`config.mk`:
```
export PLATFORM = sky130hd
export DESIGN_NAME = fir_output_decimator
export DESIGN_NICKNAME = d
export VERILOG_FILES = /design/src/rtl/fir_pkg.sv /design/src/rtl/sample_fifo2.sv /design/src/rtl/fir_output_decimator.sv
export SDC_FILE = /design/constraint.sdc
export NUM_CORES = 1
export LEC_CHECK = 0
export ABC_AREA = 0
export CAP_MARGIN = 20
export CORE_MARGIN = 3
export CORE_UTILIZATION = 35
export DETAILED_ROUTE_END_ITERATION = 6
export GPL_ROUTABILITY_DRIVEN = 1
export HOLD_SLACK_MARGIN = 0.08
export PLACE_DENSITY = 0.7
export SYNTH_ARGS = -nofsm -noshare
export SYNTH_HDL_FRONTEND = slang
export SYNTH_SLANG_ARGS = --single-unit
```
`constraint.sdc`:
```
create_clock -name clock -period 2.1 [get_ports clock]
set_input_delay 0.525 -clock clock [delete_from_list [all_inputs] [get_ports clock]]
set_output_delay 0.525 -clock clock [all_outputs]
set_load 0.05 [all_outputs]
```
`src/rtl/fir_pkg.sv`:
```
// rtl/fir_pkg.sv - shared widths, state encoding and requantizer for the FIR output stage
//
// Purpose: default word widths, FILL/RUN state encoding and the round/saturate
// helper used by fir_output_decimator.
// Ports: none (package).
package fir_pkg;

  localparam int IN_W_DEF  = 18;
  localparam int OUT_W_DEF = 8;

  // Working width of the requantizer; any IN_W below this is zero-extended.
  localparam int MAX_W = 32;

  localparam logic ST_FILL = 1'b0;
  localparam logic ST_RUN  = 1'b1;

  typedef enum logic {
    S_FILL = ST_FILL,
    S_RUN  = ST_RUN
  } state_t;

  // Round-half-up, shift right, clamp to out_w bits.
  // Result: bit MAX_W = saturated, bits [MAX_W-1:0] = clamped value.
  // One extra bit above the input keeps the rounding add from wrapping.
  function automatic logic [MAX_W:0] requant(input logic [MAX_W-1:0] din,
                                             input int shift,
                                             input int out_w);
    logic [MAX_W:0] one;
    logic [MAX_W:0] r;
    logic [MAX_W:0] max_v;
    one   = {{MAX_W{1'b0}}, 1'b1};
    r     = ({1'b0, din} + (one << (shift - 1))) >> shift;
    max_v = (one << out_w) - one;
    if (r > max_v) begin
      requant = {1'b1, max_v[MAX_W-1:0]};
    end else begin
      requant = {1'b0, r[MAX_W-1:0]};
    end
  endfunction

endpackage

```
`src/rtl/sample_fifo2.sv`:
```
// rtl/sample_fifo2.sv - two-entry sample FIFO with a head that holds when empty
//
// Purpose: buffers requantized samples between the decimator and its consumer.
// Ports:
//   clock  in   rising-edge clock
//   reset  in   asynchronous active-low reset
//   push   in   write wdata (caller only pushes when not full, or full with pop)
//   pop    in   remove head (caller only pops when not empty)
//   wdata  in   W-bit sample to write
//   head   out  oldest entry; keeps its last value while empty (0 after reset)
//   full   out  two entries held
//   empty  out  no entries held
module sample_fifo2
  import fir_pkg::*;
#(
  parameter int W = OUT_W_DEF
) (
  input  logic         clock,
  input  logic         reset,
  input  logic         push,
  input  logic         pop,
  input  logic [W-1:0] wdata,
  output logic [W-1:0] head,
  output logic         full,
  output logic         empty
);

  logic [W-1:0] mem0;  // head slot
  logic [W-1:0] mem1;  // second slot
  logic [1:0]   count;

  assign head  = mem0;
  assign full  = (count == 2'd2);
  assign empty = (count == 2'd0);

  // Entries shift toward mem0 on pop. mem0 is only rewritten when a valid
  // value moves into it, so the head output freezes once the FIFO drains.
  always_ff @(posedge clock or negedge reset) begin
    if (!reset) begin
      mem0  <= '0;
      mem1  <= '0;
      count <= 2'd0;
    end else begin
      case (count)
        2'd0: begin
          if (push) begin
            mem0  <= wdata;
            count <= 2'd1;
          end
        end
        2'd1: begin
          case ({push, pop})
            2'b10: begin
              mem1  <= wdata;
              count <= 2'd2;
            end
            2'b01: count <= 2'd0;
            2'b11: mem0 <= wdata;
            default: ;
          endcase
        end
        2'd2: begin
          if (pop) begin
            mem0 <= mem1;
            if (push) begin
              mem1 <= wdata;
            end else begin
              count <= 2'd1;
            end
          end
        end
        default: count <= 2'd0;
      endcase
    end
  end

endmodule

```
`src/rtl/fir_output_decimator.sv`:
```
// rtl/fir_output_decimator.sv - fill discard, decimation, requantization and output FIFO
//
// Purpose: drops the first FILL samples after reset, keeps 1 of every DECIM
// samples, rounds/saturates them to OUT_W bits and queues them for a
// valid/ready consumer.
// Ports:
//   clock      in   rising-edge clock
//   reset      in   asynchronous active-low reset
//   Data_in    in   IN_W-bit unsigned FIR output word
//   en         in   Data_in is a new sample this cycle
//   out_data   out  FIFO head sample
//   out_valid  out  FIFO non-empty
//   out_ready  in   consumer takes the head when out_valid is also high
//   sat_flag   out  one-cycle pulse: a kept sample was saturated
//   overflow   out  sticky: a kept sample was dropped because the FIFO was full
//   clr_ovf    in   clears overflow (a same-cycle drop wins)
module fir_output_decimator
  import fir_pkg::*;
#(
  parameter int IN_W  = IN_W_DEF,
  parameter int OUT_W = OUT_W_DEF,
  parameter int SHIFT = 8,
  parameter int DECIM = 4,
  parameter int FILL  = 16
) (
  input  logic             clock,
  input  logic             reset,
  input  logic [IN_W-1:0]  Data_in,
  input  logic             en,
  output logic [OUT_W-1:0] out_data,
  output logic             out_valid,
  input  logic             out_ready,
  output logic             sat_flag,
  output logic             overflow,
  input  logic             clr_ovf
);

  localparam int FILL_W = $clog2(FILL + 1);
  localparam int PH_W   = (DECIM > 1) ? $clog2(DECIM) : 1;

  state_t            state;
  logic [FILL_W-1:0] fill_cnt;
  logic [PH_W-1:0]   phase;

  logic             keep;
  logic             pop;
  logic             drop;
  logic             full;
  logic             empty;
  logic [MAX_W:0]   rq;
  logic             unused_rq;

  assign rq        = requant(MAX_W'(Data_in), SHIFT, OUT_W);
  // Bits above OUT_W of the clamped value are always zero.
  assign unused_rq = ^rq[MAX_W-1:OUT_W];

  assign keep      = en & (state == S_RUN) & (phase == '0);
  assign pop       = ~empty & out_ready;
  // A pop in the same cycle frees a slot, so a full FIFO only drops without one.
  assign drop      = keep & full & ~pop;
  assign out_valid = ~empty;

  sample_fifo2 #(.W(OUT_W)) u_fifo (
    .clock (clock),
    .reset (reset),
    .push  (keep & ~drop),
    .pop   (pop),
    .wdata (rq[OUT_W-1:0]),
    .head  (out_data),
    .full  (full),
    .empty (empty)
  );

  always_ff @(posedge clock or negedge reset) begin
    if (!reset) begin
      state    <= S_FILL;
      fill_cnt <= '0;
      phase    <= '0;
      sat_flag <= 1'b0;
      overflow <= 1'b0;
    end else begin
      // Flag saturation of every kept sample, even one that ends up dropped.
      sat_flag <= keep & rq[MAX_W];

      if (drop) begin
        overflow <= 1'b1;
      end else if (clr_ovf) begin
        overflow <= 1'b0;
      end

      if (en) begin
        case (state)
          S_FILL: begin
            fill_cnt <= fill_cnt + 1'b1;
            if (fill_cnt == FILL_W'(FILL - 1)) begin
              state <= S_RUN;
            end
          end
          S_RUN: begin
            phase <= (phase == PH_W'(DECIM - 1)) ? '0 : phase + 1'b1;
          end
          default: state <= S_FILL;
        endcase
      end
    end
  end

endmodule

```
; ---- Word level (Yosys, flattened, before mapping)
; Cells that the tools add are included.
; Widths: inputs -> output; s select.
[totals]
regBits = 28
input_bits = 23
output_inout_bits = 11
[op_classes]
add_sub_neg = 3
n_lt_le_gt_ge = 1
eq_ne = 14
n_mux = 18
n_bitwise = 11
reduce_logical = 10
[ops]
columns = cell, count
row1 = $mux 8, 5
row2 = $mux 33, 1
row3 = $pmux 8 s3, 1
row4 = $add 18x8->19 const B, 1
row5 = $pmux 8 s2, 1
row6 = $reduce_and 4->1, 3
row7 = $gt 11x8->1 const B, 1
row8 = $eq 2x2->1 const B, 4
row9 = $mux 2, 4
row10 = $and 1x1->1, 7
row11 = $ne 2x1->1 const B, 3
row12 = $ne 2x2->1 const B, 3
row13 = $pmux 2 s3, 1
row14 = $add 5x1->5 const B, 1
row15 = $eq 5x4->1 const B, 1
row16 = $eq 2x1->1 const B, 2
row17 = $logic_not 2->1, 2
row18 = $mux 1, 4
row19 = $not 1->1, 4
row20 = $pmux 2 s2, 1
row21 = $reduce_and 2->1, 2
row22 = $reduce_bool 2->1, 2
row23 = $ne 3x1->1 const B, 1
row24 = $reduce_bool 3->1, 1
row25 = $add 2x1->2 const B, 1

; ---- Depth between registers and ports, before layout
; Gate-level depths: netlist of the first run.
[logic_depth]
depth_word = 10
mapped_depth = 7
ltp_nobuf = 6

; ---- Modules after synthesis
; Synthesis of the first run repeated with hierarchy kept, for this count alone.
[hier_totals]
hier_cells = 147
area_unflattened_um2 = 1605.3
[modules_own_cells]
columns = module, n_inst, cells_per_inst, area_per_inst_um2, seq_area_each_um2
row1 = sample_fifo2, 1, 64, 890.9, 450.4
row2 = fir_output_decimator, 1, 83, 714.4, 250.2

; ---- Least setup slack after synthesis of the first run
; OpenSTA, ideal clock, no wires.
[synth_path]
kind = input to register
start = input port Data_in[7]
end = register u_fifo.mem0[0] (netlist: u_fifo.head[0])
arrival_ps = 1643
required_ps = 1967
setup_slack_ps = 323
cell_stages = 5
n_path_buf = 0
cell_sequence = ha_1 -> nand4_1 -> o41ai_2 -> and2b_2 -> a31oi_2
[synth_between]
elab_chain_len = 5
word_cells_on_any_way = 6
cone_classes = 1 x add/sub / 1 x order compare / 4 x mux
[synth_rtl]
columns = element, line
row1 = start: declaration, fir_output_decimator.sv:28  ; input logic [IN_W-1:0] Data_in,
row2 = $add 18x8->19 (*), fir_pkg.sv:32  ; r = ({1'b0, din} + (one << (shift - 1))) >> shift;
row3 = $gt 11x8->1, fir_pkg.sv:34  ; if (r > max_v) begin
row4 = $mux 33 (*), fir_pkg.sv:34
row5 = $mux 8 (on tied branches), "sample_fifo2.sv:52, sample_fifo2.sv:46"
row6 = $pmux 8 s3 (*), sample_fifo2.sv:44  ; case (count)
row7 = end signal: assignment, sample_fifo2.sv:47  ; mem0 <= wdata;
row8 = end signal: assignment, sample_fifo2.sv:58  ; 2'b11: mem0 <= wdata;
row9 = end signal: assignment, sample_fifo2.sv:64  ; mem0 <= mem1;
row10 = end: declaration, sample_fifo2.sv:28  ; logic [W-1:0] mem0;
; Mark *: on every way between the ends. The rest lies on a longest branch, timed or not. The select of a mux whose other input is x is not followed.
; A chain may end at the register's enable or synchronous reset.

; ---- Final worst setup path of the first run
[layout_path]
start = input port Data_in[8]
end = register u_fifo.mem1[2]
[layout_between]
elab_chain_len = 6
word_cells_on_any_way = 7
cone_classes = 1 x add/sub / 1 x order compare / 5 x mux
[layout_rtl]
columns = element, line
row1 = $add 18x8->19 (*), fir_pkg.sv:32
row2 = $gt 11x8->1, fir_pkg.sv:34
row3 = $mux 33 (*), fir_pkg.sv:34
row4 = $mux 8, sample_fifo2.sv:65  ; if (push) begin
row5 = $mux 8, sample_fifo2.sv:63  ; if (pop) begin
row6 = $pmux 8 s2 (*), sample_fifo2.sv:44
row7 = end signal: assignment, sample_fifo2.sv:54  ; mem1 <= wdata;
row8 = end signal: assignment, sample_fifo2.sv:66  ; mem1 <= wdata;
row9 = end: declaration, sample_fifo2.sv:29  ; logic [W-1:0] mem1;
; Marks and branches as above.

==> qor.txt, run 1 <==
Antenna cell count: 0
Final Cycle Share: 0.958
Final net count: 227
Area grow syn2layout: 37.8%
Drt via density: 5.27
Total Neg Setup Slack: 0 ns
Post-synth EDFFs: 0
TritonRoute pass-1 iters: 4
Hold-fix buffers, CTS: 0
Std-Cell Rows: 23
Power Total: 2.31 mW
Clock latency on the worst-skew pair: 0.27 ns
Status: finished clean
Post-synth top flop: dfrtp_1
Pin count of the biggest net entering global routing: 29
Post-synthesis async set-or-reset flop share: 1.00
Root buffer cell: clkbuf_8
CTS buffer count: 3
CP startpoint kind: input port
CTS tree: built
Routed Antenna Nets: 0
DP Worst Slack: -0.567 ns
Post-synthesis cell count: 144
I/O pins: 34
Worst hold path type: flop to flop
Initial drt markers: 62
Max_slew headroom: 0.664
Clock transition at path regs: 0.09 ns
Synth cell types: 40
DPL Wire Length: 2500 µm
Crit. End Element: flop
GP Congestion: 0.814
CTS H-tree lvls: 1
Seq/Total Area, Yosys: 0.453
Post-synthesis cell area: 1550 µm²
Clock sink count: 28
Hold_ws: 0.481 ns
DR vias: 1306
Die area: 5250 µm²
Avg WL per Cell: 13.1 µm
Syn_nets: 172
VDD IR-drop max: 0.319 mV
Crit Path Max Fanout: 11
Crit path DAT: 2.18 ns
Die height: 72.4 µm
MaxCap Viol Count: 0
Initial core utilization: 0.375
Die width: 72.4 µm
Flops & latches, synth: 28
Leak Pwr: 0.916 nW
Final setup skew: 0.00379 ns
Initial antenna violation count: 0
First-pass GRT wire length: 5800 µm
Max frequency: 497 MHz
Setup violations, final: 0
Residual DRC count: 0
Total wire length: 3240 µm
Final slew viol count: 0
Port Buffer Count: 26
Measured slew at the worst slew-check pin: 0.502 ns
Avg Cell Area, Syn: 10.7 µm²
Final setup margin: 0.0880 ns
Fraction of layout cells with a size suffix above 1: 0.242
Data required, critical path: 2.27 ns
Final core occ: 0.517
Core area: 4120 µm²
Gr ovfl total: 0
CP Class: input port to flop
Power per cell area: 1090 nW/µm²
GR Util All Layers: 0.136
Synth warn: 0
Hold Vio Cnt, Final: 0
RSZ-0062 raised after global routing: yes
Clock Path Buffers: 2
Vias in the first global route: 1375
Tmin final: 2.01 ns
==> routing by layer <==
layer,global-route usage,routed length (µm)
met3,0.0235,157
met2,0.256,1610
met4,0.0307,38
met5,0,0
met1,0.159,1430
==> placed cells by master, fill, tap and decap left out, types with 4 or more instances in the layout <==
cell / n
clkdlybuf4s50_1: 24
ha_1: 5
nor3_1: 6
a41oi_1: 5
buf_4: 27
nand2_1: 8
a21oi_1: 4
o32ai_1: 8
xnor2_1: 7
nor2_1: 11
a31oi_1: 7
inv_1: 9
dfrtp_1: 28
==> worst max-delay path, stage by stage <==
cell,delay (ns)
clkdlybuf4s50_1,0.51
ha_1,0.17
nand4_1,0.15
o41ai_2,0.35
buf_4,0.25
and3_1,0.16
a21oi_1,0.06
==> worst paths after layout <==
kind                                         start                    endpoint  slack (ns)  depth (start not counted)
max in group asynchronous                    reset  u_fifo.head[6]$_DFFE_PN0P_        1.21                          2
setup / recovery                        Data_in[8]  u_fifo.mem1[2]$_DFFE_PN0P_        0.09                          7
setup reg to reg              phase[0]$_DFFE_PN0P_  u_fifo.head[4]$_DFFE_PN0P_        0.35                          6
hold / removal             fill_cnt[3]$_DFFE_PN0P_     fill_cnt[3]$_DFFE_PN0P_        0.48                          1
min in group asynchronous                    reset     fill_cnt[2]$_DFFE_PN0P_        0.62                          2
hold reg to reg            fill_cnt[3]$_DFFE_PN0P_     fill_cnt[3]$_DFFE_PN0P_        0.48                          1
==> synthesized netlist by cell type (all sizes together), types with 3 or more instances <==
master  number  area share
nor3         7       0.026
nand2        8       0.019
o21ai        3      0.0097
o32ai        8       0.045
and3         3       0.012
a21o         3       0.015
a31oi       10       0.053
a21oi        6       0.029
xnor2        7       0.040
inv          9       0.022
nand3        4       0.023
buf          3       0.022
nor2        11       0.027
dfrtp       28        0.45
a41oi        5       0.028
ha           5       0.040
==> power breakdown <==
part / internal (mW) / total [mW] / switching, mW
clock: 0.255 / 0.417 / 0.162
sequential: 0.753 / 0.906 / 0.153
combinational: 0.443 / 0.990 / 0.547
total: 1.45 / 2.31 / 0.862
==> final cells by class <==
cell class | instances | area [µm²]
inverter | 9 | 33.8
tap | 50 | 62.6
clock inverter | 1 | 30.0
fill | 380 | 1990
sequential | 28 | 701
timing repair buffer | 53 | 475
clock buffer | 3 | 41.3
multi-input combinational | 104 | 786
==> per-stage QoR <==
| step | area, µm² | instances |
|---|---|---|
| after CTS | 2120 | 247 |
| after floorplan | 1550 | 144 |
| final | 2130 | 248 |
| after detailed placement | 2020 | 242 |
| after global placement | 2020 | 242 |
| after global routing | 2130 | 248 |
==> cells by family (layout without fill, tap and decap cells) <==
family	after synthesis	in the layout	synth area share
adders and majority gates	5	5	0.0405
muxes	2	2	0.0162
buffers and inverters	12	66	0.0437
and+or+nand+nor	48	48	0.187
AOI/OAI and AO/OA	41	41	0.214
xor gates and xnor gates	8	8	0.0453
DFF	28	28	0.453
==> registers in the layout, indices dropped and copies added, names as in the netlist <==
| name | flops |
|---|---|
| u_fifo.mem1 | 8 |
| u_fifo.count | 2 |
| state | 1 |
| phase | 2 |
| sat_flag | 1 |
| overflow | 1 |
| fill_cnt | 5 |
| u_fifo.head | 8 |
==> what timing repair did <==
action / 4_1_cts / 5_1_grt
pin swaps: 0 / 2
resized for setup: 1 / 1
setup endpoints to repair: 17 / 13
buffers inserted: 1 / 1
No activity file was read; power rests on OpenSTA's default activity.
==> run 2, diff against run 1 <==
Settings changed: CTS_CLUSTER_SIZE set to 40.
==> results of run 2 <==
Same layout as run 1: the final DEF is identical, and so are final timing and power.
